## src/rtl/pc_seq_pkg.sv

```systemverilog
// Shared definitions for the program-counter sequencer: resolved op encoding
// and the stack-pointer width helper.
package pc_seq_pkg;

    typedef enum logic [2:0] {
        OP_HOLD,
        OP_ADV,
        OP_BRANCH,
        OP_JUMP,
        OP_CALL,
        OP_RET,
        OP_STALL
    } op_e;

    // Bits needed to count 0..depth valid entries
    function automatic int unsigned sp_w(input int unsigned depth);
        return $clog2(depth + 1);
    endfunction

endpackage

```

## src/rtl/pc_sequencer_return_stack.sv

```systemverilog
// Hardware return-address stack; ignores pushes while full and pops while empty.
module return_stack
    import pc_seq_pkg::*;
#(
    parameter int unsigned W     = 8,
    parameter int unsigned DEPTH = 4
) (
    input  logic                      clk,
    input  logic                      reset,
    input  logic                      push,
    input  logic                      pop,
    input  logic [W-1:0]              push_data,
    output logic [W-1:0]              top,
    output logic [sp_w(DEPTH)-1:0]    sp,
    output logic                      full,
    output logic                      empty
);

    localparam int unsigned SP_W  = sp_w(DEPTH);
    localparam int unsigned IDX_W = (DEPTH > 1) ? $clog2(DEPTH) : 1;

    logic [W-1:0]     mem [DEPTH];
    logic [IDX_W-1:0] wr_idx;
    logic [IDX_W-1:0] rd_idx;
    logic             do_push;
    logic             do_pop;

    assign full    = (sp == SP_W'(DEPTH));
    assign empty   = (sp == '0);
    assign do_push = push && !full;
    assign do_pop  = pop && !push && !empty;
    assign wr_idx  = IDX_W'(sp);
    assign rd_idx  = IDX_W'(sp - SP_W'(1));
    assign top     = mem[rd_idx];

    always_ff @(posedge clk) begin
        if (reset) begin
            sp <= '0;
        end else if (do_push) begin
            sp <= sp + SP_W'(1);
        end else if (do_pop) begin
            sp <= sp - SP_W'(1);
        end
    end

    // Entry storage carries no reset; emptiness is tracked by sp alone
    always_ff @(posedge clk) begin
        if (!reset && do_push) begin
            mem[wr_idx] <= push_data;
        end
    end

endmodule

```

## src/rtl/pc_sequencer.sv

```systemverilog
// Program counter with increment, jump, relative branch, call/return and stall.
module pc_sequencer
    import pc_seq_pkg::*;
#(
    parameter int unsigned   W        = 8,
    parameter int unsigned   DEPTH    = 4,
    parameter logic [W-1:0]  RESET_PC = '0
) (
    input  logic                      clk,
    input  logic                      reset,
    input  logic                      stall,
    input  logic                      advance,
    input  logic                      do_jump,
    input  logic                      do_branch,
    input  logic                      do_call,
    input  logic                      do_ret,
    input  logic [W-1:0]              dbus,
    output logic [W-1:0]              pc,
    output logic [sp_w(DEPTH)-1:0]    sp,
    output logic                      overflow,
    output logic                      underflow
);

    op_e          op;
    logic [W-1:0] pc_nxt;
    logic [W-1:0] pc_inc;
    logic [W-1:0] top;
    logic         push;
    logic         pop;
    logic         full;
    logic         empty;

    assign pc_inc = pc + W'(1);

    // Strobe priority: stall > ret > call > jump > branch > advance
    always_comb begin
        op = OP_HOLD;
        if (stall)          op = OP_STALL;
        else if (do_ret)    op = OP_RET;
        else if (do_call)   op = OP_CALL;
        else if (do_jump)   op = OP_JUMP;
        else if (do_branch) op = OP_BRANCH;
        else if (advance)   op = OP_ADV;
    end

    // Branch offset is W bits wide, so W-bit modular add equals sign-extended add
    always_comb begin
        pc_nxt = pc;
        push   = 1'b0;
        pop    = 1'b0;
        case (op)
            OP_ADV:    pc_nxt = pc_inc;
            OP_BRANCH: pc_nxt = pc + dbus;
            OP_JUMP:   pc_nxt = dbus;
            OP_CALL: begin
                pc_nxt = dbus;
                push   = 1'b1;
            end
            OP_RET: begin
                pop = 1'b1;
                if (!empty) pc_nxt = top;
            end
            default:   pc_nxt = pc;
        endcase
    end

    always_ff @(posedge clk) begin
        if (reset) begin
            pc        <= RESET_PC;
            overflow  <= 1'b0;
            underflow <= 1'b0;
        end else begin
            pc <= pc_nxt;
            if (op == OP_CALL && full)  overflow  <= 1'b1;
            if (op == OP_RET  && empty) underflow <= 1'b1;
        end
    end

    return_stack #(
        .W     (W),
        .DEPTH (DEPTH)
    ) u_stack (
        .clk       (clk),
        .reset     (reset),
        .push      (push),
        .pop       (pop),
        .push_data (pc_inc),
        .top       (top),
        .sp        (sp),
        .full      (full),
        .empty     (empty)
    );

endmodule

```

## config.mk

```make
export PLATFORM = sky130hd
export DESIGN_NAME = pc_sequencer
export DESIGN_NICKNAME = d
export VERILOG_FILES = /design/src/rtl/pc_seq_pkg.sv /design/src/rtl/pc_sequencer_return_stack.sv /design/src/rtl/pc_sequencer.sv
export SDC_FILE = /design/constraint.sdc
export NUM_CORES = 1
export LEC_CHECK = 0
export CORE_MARGIN = 2
export CORE_UTILIZATION = 30
export DETAILED_ROUTE_END_ITERATION = 16
export HOLD_SLACK_MARGIN = 0.02
export SYNTH_ARGS = -nofsm -noshare
export SYNTH_HDL_FRONTEND = slang
export SYNTH_HIERARCHICAL = 1
export SYNTH_SLANG_ARGS = --single-unit
```

## constraint.sdc

```tcl
create_clock -name clk -period 4.9 [get_ports clk]
set_input_delay 0.98 -clock clk [delete_from_list [all_inputs] [get_ports clk]]
set_output_delay 0.98 -clock clk [all_outputs]
set_load 0.01 [all_outputs]
```

==> impl_metrics.ini, run 1 <==
[layout]
seqCellArea_sq_um = 1220
diodes = 0
multi_input_area_sq_um = 1220
final_nets = 270
fin_cells = 345
fill_cells = 826
layout-drive-gt1-share = 0.108
area.growth.synth_to_final_pct = 17.6

[worst_setup_path]
critPathMaxFanout = 22
ff2ff_path_depth = 7
r2r-end = pc[0]
critPathTopFamily = simple AND/OR/NAND/NOR gates
crit_path_max_incr_delay_ns = 0.80
cpMaxStageDelayCell = clkdlybuf4s50_1
critPathKind = primary input to flop
cp.required_ns = 4.85
r2r-start = u_stack/sp[0]
crit_path_frequent_cell = and2_1
worstPathCellList = clkdlybuf4s50_1 > nor2_1 > and2_1 > a21boi_2 > nor2b_1 > and2_1
rrSetupSlack_ns = 2.07
endpoint_kind = flop
crit_arrival_ns = 3.28
cp-start-kind = primary input
path_buf_inv = 1

[floorplanning]
initial_core_util = 0.309
die_width_microns = 95.7
core_area_sq_um = 8180
io_pins = 29
die_h_microns = 95.7
num_rows = 33
die_area_sq_um = 9160

[grt]
track_usage = 0.142
antenna_found_initial = 0
grt_start_max_net_pins = 23
busiest_layer = met2
overflow = 0
grt_util_met3 = 0.0345
gr-usage-met2 = 0.226
grt_pass1_vias = 1721
grtUsageMet1 = 0.197
grt_pass1_wl_mm = 9.67

[clock_network]
numClockSinks = 45
ctsResizeCount = 0
htreeDepth = 2
clk_latency_ns = 0.30
cts_setup_buffers = 0
cts_tree = built
cts_buffers = 5
clk_pin_slew_worst_paths_ns = 0.08
clockRootBuffer = clkbuf_8
cts_max_path_buffers = 2
postCtsHoldBufs = 0

[sta]
hold_viol = 0
rsz0062_at_grt = false
setup_viol = 0
fin_tns_setup_ns = 0
setup_ws_ns = 1.56
finalMaxSlewViolations = 0
max_freq_mhz = 300
slew_headroom = 0.488
period_minus_slack_ns = 3.34
period_share = 0.681
tightest_slew_ns = 0.767
clock_skew_ns = 0.00998

[routing]
wire_per_inst_microns = 17.6
vias = 1789
drt_wl_total_mm = 6.09
remaining_drc_errors = 0
vias_per_cell = 5.19
drtPass1Iterations = 5
drt_iter0_drc = 133
drtAntennaViolNets = 0

[pwr]
p_sw_frac = 0.289
p_int_uw = 616
peakVddDrop_v = 0.000174
total_power_uw = 866
p_sw_uw = 250
p_seq_frac = 0.513
power.density_nw_per_um2 = 292
clock_power_share = 0.263
power_frac_comb = 0.223
power.leakage_nw = 1.01

[hold_path]
min_path_cells = 2
min_from = overflow
holdPathEnd = overflow
holdCritPathClass = flop to flop

[yosys]
synth-seq-cells = 45
syn_area_sq_um = 2520
syn_avg_cell_area_sq_um = 11.8
yosys_warnings = 6
synth_cell_type_count = 50
yosysSeqAreaShare = 0.484
synthCells = 213
synth-edff-count = 32
async_reset_ff_frac = 0
syn_nets = 244
synth_ff_type = edfxtp_1

[placed_design]
place.detailed.hpwl_mm = 4.62
io_buffers = 28
place.gp.congestion = 0.778
place_ws_ns = 1.28
dp_cells = 337

[job]
drv_cap = 0

[outcome]
outcome = complete, no violations
## synth_stat cells (3+ instances only)
cell type | number | area (sq um)
a21oi_1 | 13 | 65.1
nand2_1 | 13 | 48.8
mux4_2 | 8 | 180
o22ai_1 | 3 | 18.8
and2_1 | 7 | 43.8
nand3b_1 | 4 | 30.0
a22oi_1 | 3 | 22.5
a211oi_1 | 7 | 52.6
o21ai_0 | 4 | 20.0
nor2b_1 | 5 | 31.3
xor2_1 | 4 | 35.0
nor2_1 | 9 | 33.8
nand3_1 | 7 | 35.0
and3_1 | 4 | 25.0
edfxtp_1 | 32 | 961
a221oi_1 | 3 | 26.3
clkbuf_1 | 4 | 15.0
o211ai_1 | 4 | 30.0
ha_1 | 14 | 175
inv_1 | 8 | 30.0
xnor2_1 | 7 | 61.3
dfxtp_1 | 13 | 260
## metrics by stage
step,hold WS [ns],utilization,area (sq um)
after floorplan,0.502,-,2520
after global placement,0.471,0.352,2880
after detailed placement,0.463,0.352,2880
after CTS,0.485,0.363,2970
after global routing,0.530,0.363,2970
final,0.477,0.363,2970
## power groups by stage
stage	Clock, mW	Combinational (mW)	Sequential (mW)
finish	0.228	0.193	0.445
global route	0.249	0.215	0.448
CTS	0.236	0.194	0.445
detailed placement	0	0.193	0.454
global placement	0	0.194	0.454
floorplan	0	0.125	0.448
## per-layer routing
layer	wire, microns	up-vias
met2	2810	71
met5	0	-
met1	2730	846
met4	75	0
li1	-	863
met3	473	9
## logic make-up after synthesis
| group | Yosys count | share of synthesized area |
|---|---|---|
| AO/OA/AOI/OAI | 53 | 0.151 |
| buffers and inverters | 17 | 0.0337 |
| adder cells (fa/ha/maj) | 15 | 0.0773 |
| multiplexers | 10 | 0.0813 |
| flip-flops | 45 | 0.484 |
| XOR/XNOR | 11 | 0.0382 |
| AND/OR/NAND/NOR | 62 | 0.134 |
## registers in the layout, summed over array words and instances, names as in the netlist
signal       count
overflow         1
pc               8
u_stack/mem     32
u_stack/sp       3
underflow        1
## how the worst max path moves through the flow
stage,slack [ns],end,cells after the start,start
floorplan,2.42,pc[0],9,u_stack/sp[0]
global route,1.40,u_stack/mem[2][3],6,do_ret
detailed placement,1.28,u_stack/mem[3][1],6,do_ret
CTS,1.62,u_stack/mem[3][7],6,do_ret
global placement,1.39,u_stack/mem[3][1],6,do_ret
finish,1.56,u_stack/mem[3][7],6,do_ret
## worst min-delay path, cell delays in order, from the launching register on
cell and delay, ns:
dfxtp_1 0.33, a21oi_1 0.04, nor2_1 0.07
## placed cells by master (no fill, tap or decap), types with 2 or more instances in the layout
cell             netlist  routed
nor2_1                 9       9
nand3_1                7       7
xor2_1                 4       4
or3_1                  2       2
and3_1                 4       4
a221oi_1               3       3
xnor2_1                7       7
clkinvlp_4             0       2
clkdlybuf4s50_1        0      28
o21bai_1               2       2
nor3_1                 2       2
o211ai_1               4       4
o32ai_1                2       2
dfxtp_1               13      13
nand2_1               13      13
inv_1                  8       8
edfxtp_1              32      32
or2_2                  2       2
clkbuf_8               0       5
nand3b_1               4       4
nor2b_1                5       5
a211oi_1               7       7
ha_1                  14      14
o22ai_1                3       3
a21oi_1               13      13
a31oi_1                2       2
o21ai_0                4       4
nor3b_1                2       2
a22oi_1                3       3
mux4_2                 8       8
and2_1                 7       7
## layout make-up
| type | instances | share of cell area |
|---|---|---|
| clock buffer | 6 | 0.0245 |
| clock inverter | 2 | 0.00506 |
| multi-input combinational | 151 | 0.410 |
| sequential | 45 | 0.411 |
| inverter | 8 | 0.0101 |
| timing repair buffer | 28 | 0.0944 |
| tap | 105 | 0.0443 |
Power figures use the tool's default switching activity.
==> run 2: changes to the inputs <==
Clock period 4.9 ns to 2.7 ns, I/O delays scaled along.
==> run 2 against run 1 <==
Compared with the run above: clock power is 73% higher; core utilization is 0.84 points higher; hold slack improved by 0.0045 ns.
==> impl_metrics.ini, run 2 (same netlist as run 1, synthesis figures left out) <==
[routing]
route.met2.wl_mm = 2.67
wl_met1_mm = 2.64
drtPass1Iterations = 6
remaining_drc_errors = 0
dr.max_layer_used = met4
wire_per_inst_microns = 16.1
vias = 1818
drtAntennaViolNets = 0
drt_wl_total_mm = 5.71
drt_iter0_drc = 79
vias_per_cell = 5.12
dr_wl_met3_microns = 363

[layout]
layout_common_cells = edfxtp_1, clkdlybuf4s50_1, ha_1
largest_reg_flops = 32
fin_area_sq_um = 3040
final_common_cell = edfxtp_1
reg.largest.list = u_stack/mem (32), pc (8), u_stack/sp (3)
diodes = 0
area.growth.synth_to_final_pct = 20.3
final_nets = 280
final_core_util = 0.371
top_register = u_stack/mem
layout-drive-gt1-share = 0.140

[sta]
setup_viol = 0
rsz0062_at_grt = false
slew_headroom = 0.700
tightest_slew_ns = 0.446
hold_viol = 0
period_share = 0.868
fin_tns_setup_ns = 0
clock_skew_ns = 0.00814
period_minus_slack_ns = 2.34
max_freq_mhz = 427
finalMaxSlewViolations = 0

[placed_design]
io_buffers = 28
place.detailed.hpwl_mm = 4.24
post_dp_cell_area_sq_um = 2960
place.gp.congestion = 0.890

[clock_network]
cts_setup_buffers = 0
cts_tree = built
ctsResizeCount = 0
clk_latency_ns = 0.29
numClockSinks = 45
htreeDepth = 2
cts_buffers = 5
clk_pin_slew_worst_paths_ns = 0.08
cts_max_path_buffers = 2
postCtsHoldBufs = 0
clockRootBuffer = clkbuf_8

[hold_path]
min_from = overflow
holdPathEnd = overflow
min_path_cells = 2
holdCritPathClass = flop to flop

[pwr]
power.density_nw_per_um2 = 511
peakVddDrop_v = 0.000288
power.leakage_nw = 1.06
total_power_mw = 1.55

[worst_setup_path]
critPathKind = primary input to flop
critPathMaxFanout = 2
r2r-start = u_stack/sp[1]
cpMaxStageDelayCell = clkdlybuf4s50_1
cp.required_ns = 2.91
ff2ff_path_depth = 8
worstPathCellList = clkdlybuf4s50_1 > ha_1 > fa_1 > a21oi_1 > o21ai_0 > a211oi_1 > a211oi_1 > o31ai_1
r2r-end = pc[2]
rrSetupSlack_ns = 0.45
cp-start-kind = primary input
crit_path_frequent_cell = a211oi_1
crit_path_max_incr_delay_ns = 0.43
crit_arrival_ns = 2.55
endpoint_kind = flop

[floorplanning]
die_h_microns = 95.7
io_pins = 29
initial_core_util = 0.309
core_area_sq_um = 8180
num_rows = 33
die_area_sq_um = 9160
die_width_microns = 95.7

[outcome]
outcome = complete, no violations

[grt]
overflow = 0
grt_start_max_net_pins = 20
grt_pass1_vias = 1760
antenna_found_initial = 0
grt_pass1_wl_mm = 9.11
track_usage = 0.131

[job]
drv_cap = 0
-- run 2: report_power, final --
part | switching [mW] | internal, mW | total [mW] | leakage [nW]
Combinational | 0.184 | 0.176 | 0.360 | 0.620
Clock | 0.220 | 0.175 | 0.395 | 0.0430
Sequential | 0.0287 | 0.768 | 0.797 | 0.400
-- run 2: stage by stage --
stage	cells	hold slack (ns)	setup WS, ns
after global placement	347	0.456	0.110
after CTS	355	0.492	0.377
after detailed placement	347	0.467	0.0866
after floorplan	213	0.502	0.216
after global routing	355	0.523	0.175
final	355	0.482	0.357
-- run 2: cell type report --
cell class,count,area (sq um)
timing repair buffer,38,355
sequential,45,1220
fill,833,5140
tap,105,131
clock buffer,5,68.8
inverter,8,30.0
multi-input combinational,151,1220
clock inverter,3,12.5
-- run 2: critical path: cells and delay by family --
family / cells / cell delay, ns
AOI/OAI and AO/OA: 5 / 0.92
adders and majority gates: 2 / 0.66
buffers and inverters: 1 / 0.43
-- run 2: worst max-delay path by stage --
| stage | startpoint | endpoint | slack (ns) | cells after the start |
|---|---|---|---|---|
| after floorplan | u_stack/sp[0] | pc[0] | 0.22 | 9 |
| after global placement | dbus[0] | pc[6] | 0.11 | 8 |
| after detailed placement | dbus[0] | pc[6] | 0.09 | 8 |
| after CTS | dbus[0] | pc[6] | 0.38 | 8 |
| after global routing | dbus[0] | pc[6] | 0.18 | 8 |
| final | dbus[0] | pc[6] | 0.36 | 8 |
-- run 2: per-layer routing --
layer / track usage / vias up
li1: - / 882
met1: 0.189 / 888
met2: 0.204 / 43
met3: 0.0290 / 5
met4: 0.0214 / 0
met5: 0 / -
